<file path="config.mk">
export PLATFORM = sky130hd
export DESIGN_NAME = p6_multishift_seq
export DESIGN_NICKNAME = d
export VERILOG_FILES = /design/src/rtl/p6_multishift_seq.sv
export SDC_FILE = /design/constraint.sdc
export NUM_CORES = 1
export LEC_CHECK = 0
export ABC_AREA = 1
export CAP_MARGIN = 10
export CORE_MARGIN = 2
export CORE_UTILIZATION = 43
export CTS_CLUSTER_DIAMETER = 150
export DETAILED_ROUTE_END_ITERATION = 8
export MAX_ROUTING_LAYER = met4
export PLACE_DENSITY = 0.75
export SLEW_MARGIN = 30
export SYNTH_ARGS = -nofsm -noshare
export SYNTH_HDL_FRONTEND = slang
export SYNTH_SLANG_ARGS = --single-unit
</file>
<file path="constraint.sdc">
create_clock -name clk -period 1.3 [get_ports clk]
set_clock_uncertainty 0.2 [all_clocks]
set_input_delay 0.39 -clock clk [delete_from_list [all_inputs] [get_ports clk]]
set_output_delay 0.39 -clock clk [all_outputs]
set_load 0.02 [all_outputs]
</file>
<file path="src/rtl/p6_multishift_seq.sv">
// Multi-cycle shifter for the P6 datapath: one 1-bit pass/LSL/LSR/ASR step per clock,
// with a start/busy/done handshake toward the control FSM.
//
// state   | meaning
// --------+-------------------------------------------------------------
// S_IDLE  | waiting for start
// S_SHIFT | applying one step per edge, count down to terminal count 1
// S_DONE  | one-cycle done pulse; result stable; may accept a new start
module p6_multishift_seq #(
  parameter int WIDTH = 16,
  parameter int CNT_W = 4
) (
  input  logic             clk,
  input  logic             resetn,
  input  logic             start,
  input  logic [1:0]       op,
  input  logic [CNT_W-1:0] amount,
  input  logic [WIDTH-1:0] din,
  output logic             busy,
  output logic             done,
  output logic [WIDTH-1:0] dout
);

  typedef enum logic [1:0] {
    S_IDLE  = 2'd0,
    S_SHIFT = 2'd1,
    S_DONE  = 2'd2
  } state_t;

  state_t           state;
  logic [1:0]       op_q;
  logic [CNT_W-1:0] count;
  logic [WIDTH-1:0] step_val;

  always_comb begin
    step_val = dout;
    case (op_q)
      2'b01:   step_val = {dout[WIDTH-2:0], 1'b0};
      2'b10:   step_val = {1'b0, dout[WIDTH-1:1]};
      2'b11:   step_val = {dout[WIDTH-1], dout[WIDTH-1:1]};
      default: step_val = dout;
    endcase
  end

  always_ff @(posedge clk or negedge resetn) begin
    if (!resetn) begin
      state <= S_IDLE;
      op_q  <= 2'b00;
      count <= '0;
      dout  <= '0;
    end else begin
      case (state)
        S_IDLE, S_DONE: begin
          if (start) begin
            dout  <= din;
            op_q  <= op;
            count <= amount;
            // zero-length requests skip SHIFT so done lands one cycle after start
            if (amount == '0 || op == 2'b00) state <= S_DONE;
            else                             state <= S_SHIFT;
          end else begin
            state <= S_IDLE;
          end
        end
        S_SHIFT: begin
          dout  <= step_val;
          count <= count - CNT_W'(1);
          if (count == CNT_W'(1)) state <= S_DONE;
        end
        default: state <= S_IDLE;
      endcase
    end
  end

  assign busy = (state == S_SHIFT);
  assign done = (state == S_DONE);

endmodule

</file>
## Yosys cells after proc, flatten, opt, wreduce, memory -nomap -nowiden

Index checks and enable logic that the tools add are counted.

- Register bits: 24

- Add/subtract/negate cells: 1
- Equal/unequal tests: 11
- Mux-type cells: 9
- Reductions and logical operators: 10

Operators with widths:

| operator | number |
|---|---|
| $pmux W16 S3 | 1 |
| $pmux W16 S2 | 1 |
| $mux W16 | 1 |
| $pmux W4 S2 | 1 |
| $eq A2 B2 Y1 const B | 3 |
| $mux W2 | 3 |
| $eq A2 B1 Y1 const B | 2 |
| $eq A4 B1 Y1 const B | 1 |
| $logic_not A2 Y1 | 2 |
| $logic_not A4 Y1 | 1 |
| $mux W4 | 1 |
| $ne A2 B2 Y1 const B | 2 |
| $ne A4 B1 Y1 const B | 1 |
| $pmux W2 S2 | 1 |
| $reduce_and A2 Y1 | 2 |
| $reduce_and A4 Y1 | 1 |
| $sub A4 B1 Y4 const B | 1 |
| $ne A3 B1 Y1 const B | 1 |
| $reduce_and A3 Y1 | 1 |
| $ne A2 B1 Y1 const B | 1 |
| $reduce_bool A2 Y1 | 1 |
| $reduce_or A2 Y1 | 1 |
| $logic_or A1 B1 Y1 | 1 |

## Logic depth before layout (Yosys ltp)

- Depth in word-level cells: 5
- Gate-level depth with buffers: 8

## Worst setup path before layout

No wires, ideal clock.

- Path type: reg2out
- Start: register state[0]
- End: output busy
- Arrival: 0.811 ns
- Required time: 0.710 ns
- Setup slack: -0.101 ns
- Stages on the path, launching flop included: 5
- Buffers on the path: 2
- Path through: dfrtp_1 inv_2 nor2_2 buf_4 buf_6

- Longest elaborated chain between the ends: 1

Ends and longest elaborated chain:

| element | RTL line | text |
|---|---|---|
| start: declaration | 30 | `state_t state;` |
| start signal: assignment | 47 | `state <= S_IDLE;` |
| start signal: assignment | 59 | `if (amount == '0 \|\| op == 2'b00) state <= S_DONE;` |
| start signal: assignment | 60 | `else state <= S_SHIFT;` |
| $eq A2 B1 Y1 | 75 | `assign busy = (state == S_SHIFT);` |
| end: declaration | 19 | `output logic busy,` |

No other way between the ends.

## Final worst setup path

- Start: register state[1]
- End: output busy

The elaborated chain is that of the path after synthesis.

==> reports/results.txt <==
Netlist Area Pre-Place = 1510 µm²
number of global-route vias before repair = 1,638
wirelength, routed = 4670 µm
final core occ = 0.759
most common cell in the netlist = nand2_1
Register Area = 601 µm²
die width = 63.3 µm
synthesized area per cell = 6.43 µm²
Top delay family on crit path = flip-flops
ys async rst share = 1.00
Tot GR Track Use = 0.221
worst hold slack = 0.197 ns
final setup fails = 41
Worst IR Drop VDD = 1.44 mV
Slew headroom = 0.857
Cell Chain, Critical Path = nor2_4 -> buf_6
Post-Place Cell Area = 2190 µm²
Initial Util = 0.449
flop2flop setup slack = -0.25 ns
routing usage on met3 = 0.0250
cells after synthesis = 235
largest net degree at the start of global routing = 25
post-synth net total = 262
synthesis-to-finish area growth = 68.9%
hold_buf cts = 0
First-pass DRT Iterations = 4
TritonCTS clock tree = done
vias post-DR = 1,748
CP arrival = 1.05 ns
final non-filler cell total = 358
Worst R2R Start = state[1]$_DFFE_PN0P_
fin nets = 340
CTS clk-pin slew, worst paths = 0.15 ns
reg2reg path depth = 8
Multi-input gate area = 846 µm²
placed cells = 342
RSZ-0062 raised after global routing = true
Worst path slowest cell = dfrtp_1
final hold viol count = 0
Reg-to-Reg End = dout[5]$_DFFE_PN0P_
initial antenna violation count = 0
Power Total = 7.27 mW
clock latency on the worst-skew pair = 0.32 ns
iteration-0 DRC count of the detailed router = 133
top cells by area, synth = dfrtp_1, nand2_1, nand3_1
Worst setup SP type = flip-flop
dpl hpwl = 2900 µm
worst path buffer plus inverter count = 1
clk sinks = 24
CP required = 0.71 ns
Ports = 43
EDFF count, synth = 0
Leakage = 1.39 nW
Ys Warns = 0
run status = finished, violations left
Placer Congestion = 0.809
Final ANT Viol Nets = 0
DIE AREA = 4000 µm²
GR peak layer = met2
Commonest cells post-synth = nand2_1, inv_1, dfrtp_1
share of cells above drive strength 1 = 0.295
Slew Limit Fails = 0
Distinct cells, synth = 19
Worst-Margin Slew = 0.213 ns
H-tree depth = 1
first-pass GRT wire length = 6950 µm
Ant. Diodes = 0
DRC errors left = 0
Hold Path Class = in2async
failing checks = negative setup slack
post-route clock period utilization = 1.26
MaxCap Viol Count = 0
# port buffers = 42
Core ar. = 3360 µm²
WL/cell = 13.1 µm
register area share after synthesis = 0.397
Synth area leader = dfrtp_1
critical path peak fanout = 2
FMAX = 608 MHz
row count = 21
GR Util met1 = 0.262
total gr overflow = 0
worst stage delay on the critical path = 0.43 ns
Final Cell Area = 2550 µm²
Min Clock Period, post-route = 1.64 ns
FILL cells = 256
Yosys reg bits = 24
Root Driver = clkbuf_4
Pwr Density = 2850 nW/µm²
worst setup margin = -0.343 ns
CTS max path bufs = 2
Inserted Clock Buffers = 3
GRT met2 Usage = 0.387
Vias/cell = 4.88
CP Class = reg2out
die height = 63.3 µm
Synth Flop Type = dfrtp_1
Synth top area share = 0.397
CP endpoint kind = primary output
-- metrics by stage --
step	setup WS, ns	setup TNS, ns
2_1_floorplan	-0.0702	-0.758
3_3_place_gp	-0.437	-13.39
3_5_place_dp	-0.446	-13.73
4_1_cts	-0.354	-8.60
5_1_grt	-0.406	-10.29
6_report	-0.343	-7.74
-- layout by cell type (no fill, tap or decap) --
master and instances:
inv_1 25, nand2_4 3, a21oi_1 1, nand3_1 16, nor2_4 1, xor2_1 1, o21ai_2 4, o21ai_0 1
dfrtp_1 24, inv_8 1, nand2_2 12, nor2_1 7, buf_4 25, buf_12 5, inv_4 2, nand2_1 114
clkdlybuf4s50_1 24, bufinv_16 1, buf_8 1, nand2_8 1, o211ai_1 1, inv_2 1, clkbuf_4 3, buf_6 25
nand3_4 2, clkbuf_16 2, ha_1 2, nand3_2 3, o21ai_1 4
-- cells by family (layout without fill, tap and decap cells) --
family	after synthesis	in the layout	synth area share
and+or+nand+nor	159	159	0.426
buffers and inverters	38	115	0.117
DFF	24	24	0.397
AOI/OAI and AO/OA	11	11	0.0381
adders and majority gates	2	2	0.0166
xor gates and xnor gates	1	1	0.00580
-- how the worst max path moves through the flow --
| stage | startpoint | endpoint | slack (ns) | cells past startpoint |
|---|---|---|---|---|
| 3_3_place_gp | state[1]$_DFFE_PN0P_ | busy | -0.44 | 2 |
| 4_1_cts | state[0]$_DFFE_PN0P_ | busy | -0.35 | 3 |
| 2_1_floorplan | state[1]$_DFFE_PN0P_ | dout[1]$_DFFE_PN0P_ | -0.07 | 7 |
| 6_report | state[1]$_DFFE_PN0P_ | busy | -0.34 | 2 |
| 3_5_place_dp | state[1]$_DFFE_PN0P_ | busy | -0.45 | 2 |
| 5_1_grt | state[0]$_DFFE_PN0P_ | busy | -0.41 | 3 |
-- worst reg2reg max path: stages, from the launching register on --
cell,delay (ns)
dfrtp_1,0.43
nor2_4,0.17
buf_6,0.12
buf_12,0.11
nand3_4,0.09
nand2_8,0.12
clkbuf_16,0.15
nand2_2,0.05
nand2_1,0.06
-- per-layer routing --
| metal | part of all wire | vias up |
|---|---|---|
| li1 | - | 862 |
| met4 | 0.031 | 0 |
| met3 | 0.045 | 15 |
| met2 | 0.54 | 54 |
| met5 | 0 | - |
| met1 | 0.39 | 817 |
-- power by group --
part	internal, mW	switching (mW)
Clock	0.312	0.244
Sequential	1.12	0.288
Combinational	2.55	2.76
-- registers in the layout (all words and copies together), names as in the netlist --
register / count
dout: 16
count: 4
op_q: 2
state: 2
-- area by class of cell --
class                   instances  area share
clock buffers                   3     0.00882
clock inverters                 1      0.0118
inverters                      29      0.0475
multi-input cells             173       0.331
flip-flops and latches         24       0.235
well taps                      46      0.0225
repair buffers                 82       0.343
-- timing repair --
item / CTS / global route
endpoints found under the setup margin: 40 / 42
buffers inserted: 2 / 8
gates cloned: 1 / 2
pin swaps: 2 / 8
resized for setup: 123 / 38
No activity file was read; power rests on OpenSTA's default activity.
